===== config.mk =====
export PLATFORM = sky130hd
export DESIGN_NAME = alu_op_sequencer_flat
export DESIGN_NICKNAME = d
export VERILOG_FILES = /design/src/rtl/alu_op_sequencer_if.sv /design/src/rtl/alu_op_sequencer.sv /design/src/flat_wrapper.sv
export SDC_FILE = /design/constraint.sdc
export NUM_CORES = 1
export LEC_CHECK = 0
export ABC_AREA = 1
export BUFFER_PORTS_ARGS = -buffer_cell sky130_fd_sc_hd__buf_2
export CORE_MARGIN = 8
export CORE_UTILIZATION = 44
export CTS_CLUSTER_DIAMETER = 50
export CTS_CLUSTER_SIZE = 25
export DETAILED_ROUTE_END_ITERATION = 16
export GPL_TIMING_DRIVEN = 0
export PLACE_DENSITY = 0.74
export SETUP_SLACK_MARGIN = 0.1
export SLEW_MARGIN = 20
export SYNTH_ARGS = -nofsm -noshare
export SYNTH_HDL_FRONTEND = slang
export SYNTH_SLANG_ARGS = --single-unit

===== constraint.sdc =====
create_clock -name clk -period 1.09 [get_ports clk]
set_input_delay 0.218 -clock clk [delete_from_list [all_inputs] [get_ports clk]]
set_output_delay 0.218 -clock clk [all_outputs]
set_load 0.005 [all_outputs]

===== src/rtl/alu_op_sequencer_if.sv =====
// Signal bundle for alu_op_sequencer: operand stream, ALU drive/return and result stream.
// out_zero exists only when ALU_SEQ_ZERO_FLAG_EN is defined.
interface alu_op_sequencer_if #(
    parameter int WIDTH = 8
);
    logic             in_valid;
    logic             in_ready;
    logic [WIDTH-1:0] in_a;
    logic [WIDTH-1:0] in_b;
    logic [WIDTH-1:0] alu_a;
    logic [WIDTH-1:0] alu_b;
    logic [2:0]       alu_s;
    logic [WIDTH-1:0] alu_y;
    logic             alu_carry;
    logic             out_valid;
    logic             out_ready;
    logic [2:0]       out_s;
    logic [WIDTH-1:0] out_y;
    logic             out_carry;
    logic             out_last;
    logic             busy;

`ifdef ALU_SEQ_ZERO_FLAG_EN
    logic             out_zero;

    modport master (
        input  in_valid, in_a, in_b, alu_y, alu_carry, out_ready,
        output in_ready, alu_a, alu_b, alu_s, out_valid, out_s, out_y,
               out_carry, out_last, busy, out_zero
    );

    modport slave (
        output in_valid, in_a, in_b, alu_y, alu_carry, out_ready,
        input  in_ready, alu_a, alu_b, alu_s, out_valid, out_s, out_y,
               out_carry, out_last, busy, out_zero
    );
`else
    modport master (
        input  in_valid, in_a, in_b, alu_y, alu_carry, out_ready,
        output in_ready, alu_a, alu_b, alu_s, out_valid, out_s, out_y,
               out_carry, out_last, busy
    );

    modport slave (
        output in_valid, in_a, in_b, alu_y, alu_carry, out_ready,
        input  in_ready, alu_a, alu_b, alu_s, out_valid, out_s, out_y,
               out_carry, out_last, busy
    );
`endif
endinterface


===== src/rtl/alu_op_sequencer.sv =====
// Sweeps a combinational ALU through OP_FIRST..OP_LAST for one operand pair, one result beat per opcode.
// Optional out_zero flag is enabled by defining ALU_SEQ_ZERO_FLAG_EN.
module alu_op_sequencer #(
    parameter int WIDTH    = 8,
    parameter int OP_FIRST = 0,
    parameter int OP_LAST  = 7,
    parameter int SETTLE   = 1
) (
    input logic                clk,
    input logic                rst_n,
    alu_op_sequencer_if.master bus
);
    localparam logic [1:0] ST_IDLE   = 2'd0;
    localparam logic [1:0] ST_SETTLE = 2'd1;
    localparam logic [1:0] ST_OUT    = 2'd2;

    localparam logic [2:0] S_FIRST  = 3'(OP_FIRST);
    localparam logic [2:0] S_LAST   = 3'(OP_LAST);
    localparam logic [3:0] CNT_LOAD = 4'(SETTLE - 1);

    logic [1:0]       state_q, state_d;
    logic [3:0]       cnt_q, cnt_d;
    logic [WIDTH-1:0] alu_a_q, alu_a_d;
    logic [WIDTH-1:0] alu_b_q, alu_b_d;
    logic [2:0]       alu_s_q, alu_s_d;
    logic             out_valid_q, out_valid_d;
    logic [2:0]       out_s_q, out_s_d;
    logic [WIDTH-1:0] out_y_q, out_y_d;
    logic             out_carry_q, out_carry_d;
    logic             out_last_q, out_last_d;
    logic             in_ready;
`ifdef ALU_SEQ_ZERO_FLAG_EN
    logic             out_zero_q, out_zero_d;
`endif

    // Ready is gated by rst_n so nothing is offered while the block is held in reset.
    assign in_ready = rst_n && (state_q == ST_IDLE);

    always_comb begin
        state_d     = state_q;
        cnt_d       = cnt_q;
        alu_a_d     = alu_a_q;
        alu_b_d     = alu_b_q;
        alu_s_d     = alu_s_q;
        out_valid_d = out_valid_q;
        out_s_d     = out_s_q;
        out_y_d     = out_y_q;
        out_carry_d = out_carry_q;
        out_last_d  = out_last_q;
`ifdef ALU_SEQ_ZERO_FLAG_EN
        out_zero_d  = out_zero_q;
`endif
        case (state_q)
            ST_IDLE: begin
                if (bus.in_valid && in_ready) begin
                    alu_a_d = bus.in_a;
                    alu_b_d = bus.in_b;
                    alu_s_d = S_FIRST;
                    cnt_d   = CNT_LOAD;
                    state_d = ST_SETTLE;
                end
            end
            ST_SETTLE: begin
                if (cnt_q == 4'd0) begin
                    out_y_d     = bus.alu_y;
                    out_carry_d = bus.alu_carry;
`ifdef ALU_SEQ_ZERO_FLAG_EN
                    out_zero_d  = (bus.alu_y == '0);
`endif
                    out_s_d     = alu_s_q;
                    out_last_d  = (alu_s_q == S_LAST);
                    out_valid_d = 1'b1;
                    state_d     = ST_OUT;
                end else begin
                    cnt_d = cnt_q - 4'd1;
                end
            end
            ST_OUT: begin
                if (bus.out_ready) begin
                    out_valid_d = 1'b0;
                    if (out_last_q) begin
                        out_last_d = 1'b0;
                        state_d    = ST_IDLE;
                    end else begin
                        alu_s_d = alu_s_q + 3'd1;
                        cnt_d   = CNT_LOAD;
                        state_d = ST_SETTLE;
                    end
                end
            end
            default: state_d = ST_IDLE;
        endcase
    end

    always_ff @(posedge clk or negedge rst_n) begin
        if (!rst_n) begin
            state_q     <= ST_IDLE;
            cnt_q       <= 4'd0;
            alu_a_q     <= '0;
            alu_b_q     <= '0;
            alu_s_q     <= S_FIRST;
            out_valid_q <= 1'b0;
            out_s_q     <= 3'd0;
            out_y_q     <= '0;
            out_carry_q <= 1'b0;
            out_last_q  <= 1'b0;
`ifdef ALU_SEQ_ZERO_FLAG_EN
            out_zero_q  <= 1'b0;
`endif
        end else begin
            state_q     <= state_d;
            cnt_q       <= cnt_d;
            alu_a_q     <= alu_a_d;
            alu_b_q     <= alu_b_d;
            alu_s_q     <= alu_s_d;
            out_valid_q <= out_valid_d;
            out_s_q     <= out_s_d;
            out_y_q     <= out_y_d;
            out_carry_q <= out_carry_d;
            out_last_q  <= out_last_d;
`ifdef ALU_SEQ_ZERO_FLAG_EN
            out_zero_q  <= out_zero_d;
`endif
        end
    end

    assign bus.in_ready  = in_ready;
    assign bus.alu_a     = alu_a_q;
    assign bus.alu_b     = alu_b_q;
    assign bus.alu_s     = alu_s_q;
    assign bus.out_valid = out_valid_q;
    assign bus.out_s     = out_s_q;
    assign bus.out_y     = out_y_q;
    assign bus.out_carry = out_carry_q;
    assign bus.out_last  = out_last_q;
    assign bus.busy      = (state_q != ST_IDLE);
`ifdef ALU_SEQ_ZERO_FLAG_EN
    assign bus.out_zero  = out_zero_q;
`endif
endmodule


===== src/flat_wrapper.sv =====
// flat-port wrapper written by rule: the top's interface ports become plain ports
module alu_op_sequencer_flat 
#(
    parameter int WIDTH    = 8,
    parameter int OP_FIRST = 0,
    parameter int OP_LAST  = 7,
    parameter int SETTLE   = 1
)
  (clk, rst_n, bus_in_valid, bus_in_a, bus_in_b, bus_alu_y, bus_alu_carry, bus_out_ready, bus_in_ready, bus_alu_a, bus_alu_b, bus_alu_s, bus_out_valid, bus_out_s, bus_out_y, bus_out_carry, bus_out_last, bus_busy);
  alu_op_sequencer_if #(.WIDTH(WIDTH)) bus_i ();
  input logic clk;
  input logic rst_n;
  input wire logic [$bits(bus_i.in_valid)-1:0] bus_in_valid;
  input wire logic [$bits(bus_i.in_a)-1:0] bus_in_a;
  input wire logic [$bits(bus_i.in_b)-1:0] bus_in_b;
  input wire logic [$bits(bus_i.alu_y)-1:0] bus_alu_y;
  input wire logic [$bits(bus_i.alu_carry)-1:0] bus_alu_carry;
  input wire logic [$bits(bus_i.out_ready)-1:0] bus_out_ready;
  output wire logic [$bits(bus_i.in_ready)-1:0] bus_in_ready;
  output wire logic [$bits(bus_i.alu_a)-1:0] bus_alu_a;
  output wire logic [$bits(bus_i.alu_b)-1:0] bus_alu_b;
  output wire logic [$bits(bus_i.alu_s)-1:0] bus_alu_s;
  output wire logic [$bits(bus_i.out_valid)-1:0] bus_out_valid;
  output wire logic [$bits(bus_i.out_s)-1:0] bus_out_s;
  output wire logic [$bits(bus_i.out_y)-1:0] bus_out_y;
  output wire logic [$bits(bus_i.out_carry)-1:0] bus_out_carry;
  output wire logic [$bits(bus_i.out_last)-1:0] bus_out_last;
  output wire logic [$bits(bus_i.busy)-1:0] bus_busy;
  assign bus_i.in_valid = bus_in_valid;
  assign bus_i.in_a = bus_in_a;
  assign bus_i.in_b = bus_in_b;
  assign bus_i.alu_y = bus_alu_y;
  assign bus_i.alu_carry = bus_alu_carry;
  assign bus_i.out_ready = bus_out_ready;
  assign bus_in_ready = bus_i.in_ready;
  assign bus_alu_a = bus_i.alu_a;
  assign bus_alu_b = bus_i.alu_b;
  assign bus_alu_s = bus_i.alu_s;
  assign bus_out_valid = bus_i.out_valid;
  assign bus_out_s = bus_i.out_s;
  assign bus_out_y = bus_i.out_y;
  assign bus_out_carry = bus_i.out_carry;
  assign bus_out_last = bus_i.out_last;
  assign bus_busy = bus_i.busy;
  alu_op_sequencer #(.WIDTH(WIDTH), .OP_FIRST(OP_FIRST), .OP_LAST(OP_LAST), .SETTLE(SETTLE)) u_core (.clk(clk), .rst_n(rst_n), .bus(bus_i));
endmodule

==> impl_metrics.py <==
metrics = {
    "sta": {
        "fmax_ghz": 0.752,
        "finalWorstSetupSlack_ns": -0.240,
        "max_slew_margin_pct": 63.3,
        "rsz0062_at_grt": "yes",
        "finalSetupTns_ns": -7.55,
        "slew_viol_final": 0,
        "period_share_pct": 122,
        "whs_ns": -0.0901,
        "hold_violations": 39,
        "min_period_ns": 1.33,
        "setup_viol": 41,
        "clock_skew_ns": 0.00329,
        "worstMarginPinSlew_ns": 0.550,
    },
    "place": {
        "dpl-instance-area_um2": 2270,
        "hpwlAfterDp_um": 3040,
        "dp_slack_ns": -0.654,
        "dp_cells": 307,
        "place.gp.congestion": 0.762,
        "portBuffers": 63,
    },
    "setup_path": {
        "critPathArrivalTime_ns": 1.11,
        "r2r-end": "u_core.bus.out_s[2]",
        "crit_type": "flop to output pin",
        "r2r_setup_slack_ns": -0.23,
        "path_max_fanout": 2,
        "crit_end": "bus_in_ready",
        "r2r_cells": 7,
        "setup.worst_path.end_class": "output pin",
        "critPathLaunch": "u_core.state_q[0]",
        "cp-start-kind": "flop",
        "rr_startpoint": "u_core.state_q[1]",
        "crit_required_ns": 0.87,
    },
    "finish": {
        "num_antenna_cells": 0,
        "seqCellArea_um2": 977,
        "final_cell_area_um2": 3120,
        "final_common_cell": "buf_2",
        "fin_cells": 371,
        "multi_input_area_um2": 902,
        "area_growth_pct": 69.4,
        "final_cell_mix": "buf_2, buf_4, dfrtp_1, inv_1, o21ai_2",
        "nets": 352,
        "drive_above_1_share_pct": 66.0,
        "fillers": 263,
    },
    "yosys": {
        "ys_seq_area_share_pct": 52.9,
        "ys_seq_elements": 39,
        "avgSynthCellArea_um2": 9.51,
        "syn_inst": 194,
        "ys_types": 20,
        "synth_area_um2": 1840,
        "syn-num-nets": 226,
        "synth_warnings": 0,
        "synth_area_leader_cell": "dfrtp_1",
        "synth.top_cell.area_share_pct": 52.9,
        "synth_area_leaders": "dfrtp_1, o21ai_2, nand2_1",
    },
    "outcome": {
        "violations": "hold timing, setup timing",
        "status": "finished, violations left",
    },
    "floorplanning": {
        "fp.dieW_um": 80.7,
        "die_area_um2": 6520,
        "die_h_um": 80.7,
        "start_util_pct": 45.8,
        "core.rowCount": 23,
        "io_pins": 64,
        "core_um2": 4030,
    },
    "detailed_routing": {
        "drt_first_iter_violations": 46,
        "drt_pre_antenna_iters": 4,
        "wl_per_cell_um": 14.5,
        "totalWireLength_um": 5380,
        "ant_nets": 0,
        "vias_per_cell": 4.69,
        "vias": 1739,
        "drc_errors": 0,
    },
    "clocking": {
        "cts_buffers": 5,
        "cts_tree": "built",
        "cts.sinks": 39,
        "clock_latency_ns": 0.29,
        "clock_path_buffers": 2,
        "cts_root_buffer": "clkbuf_8",
        "htree_levels": 2,
        "clkTransAtPathRegs_ns": 0.08,
    },
    "grt": {
        "grt_pass1_vias": 1700,
        "antenna_found_initial": 0,
        "grt_max_degree": 42,
        "grt_pass1_wl_um": 7730,
        "grt.total_usage_pct": 14.9,
        "grt_overflow_total": 0,
    },
    "power": {
        "p_per_area_nw_per_um2": 2800,
        "vdd_ir_drop_max_uv": 1520,
        "power.leakage_nw": 1.72,
    },
    "min_path": {
        "worstHoldPathType": "primary input to async pin",
    },
    "flow_run": {
        "drv_cap": 0,
    },
}
[worst min path at each step]
stage,cells past startpoint,endpoint,from
after floorplan,0,u_core.bus.alu_a[0],rst_n
after global placement,1,u_core.state_q[1],rst_n
after detailed placement,1,u_core.bus.out_y[3],rst_n
after CTS,1,u_core.bus.alu_s[0],rst_n
after global routing,1,u_core.bus.out_y[3],rst_n
final,1,u_core.bus.out_y[3],rst_n
[timing repair]
item / 4_1_cts / 5_1_grt
gates cloned: 4 / 3
hold endpoints to repair: 39 / 39
gates resized for setup: 25 / 58
endpoints found under the setup margin: 74 / 74
buffers inserted: 33 / 18
pin swaps: 3 / 11
[kinds of logic after synthesis]
family	after synthesis	share of synthesized area [%]
compound gates	30	12.0
buf+inv	46	11.3
fa+ha+maj	3	2.04
flops	39	52.9
simple gates	76	21.8
[worst max-delay path, cell delays in order (launching register included)]
cell and delay (ns):
dfrtp_1 0.42, nor2_4 0.15, inv_2 0.05, nor2_1 0.08, buf_2 0.12
[area by class of cell]
class / count / area share [%]
clock buffers: 6 / 2.32
plain buffers: 6 / 2.92
well taps: 50 / 2.00
clock inverters: 2 / 0.400
flip-flops and latches: 39 / 31.3
multi-input cells: 110 / 28.9
repair buffers: 118 / 27.4
inverters: 40 / 4.81
[flip-flops by register name, indices dropped and copies added, names as in the netlist]
| register | count |
|---|---|
| u_core.bus.alu_a | 8 |
| u_core.bus.alu_b | 8 |
| u_core.bus.alu_s | 3 |
| u_core.bus.out_carry | 1 |
| u_core.bus.out_last | 1 |
| u_core.bus.out_s | 3 |
| u_core.bus.out_valid | 1 |
| u_core.bus.out_y | 8 |
| u_core.cnt_q | 4 |
| u_core.state_q | 2 |
[through the flow]
step                hold WS [ns]  utilization (%)  power (mW)
floorplan                -0.0776                -        4.32
global placement           0.412             56.2        5.23
detailed placement         0.412             56.2        5.35
CTS                      -0.0757             68.9        7.67
global route             -0.0570             77.5        9.36
finish                   -0.0901             77.5        8.76
[power by group]
group / leakage [nW] / switching, mW / internal [mW]
registers: 0.495 / 0.433 / 2.07
clock network: 0.0412 / 0.509 / 0.447
logic: 1.18 / 2.39 / 2.91
total: 1.72 / 3.33 / 5.43
[synth_stat cells]
master,count
nand2_1,41
dfrtp_1,39
inv_1,39
o21ai_2,19
o21ai_0,8
nand2_2,7
nand3_1,7
nor2_1,7
buf_6,4
nand4_1,4
ha_1,3
nand3_4,3
o21ai_1,3
nand2_4,2
nor2_2,2
nor2_4,2
buf_2,1
buf_4,1
inv_2,1
nor3b_1,1
[per-layer routing]
metal,track usage (%),wire [um]
met1,16.7,1960
met2,25.3,2930
met3,5.74,441
met4,4.82,51
met5,0,0
Note: power is estimated with default switching activity, not from simulation.
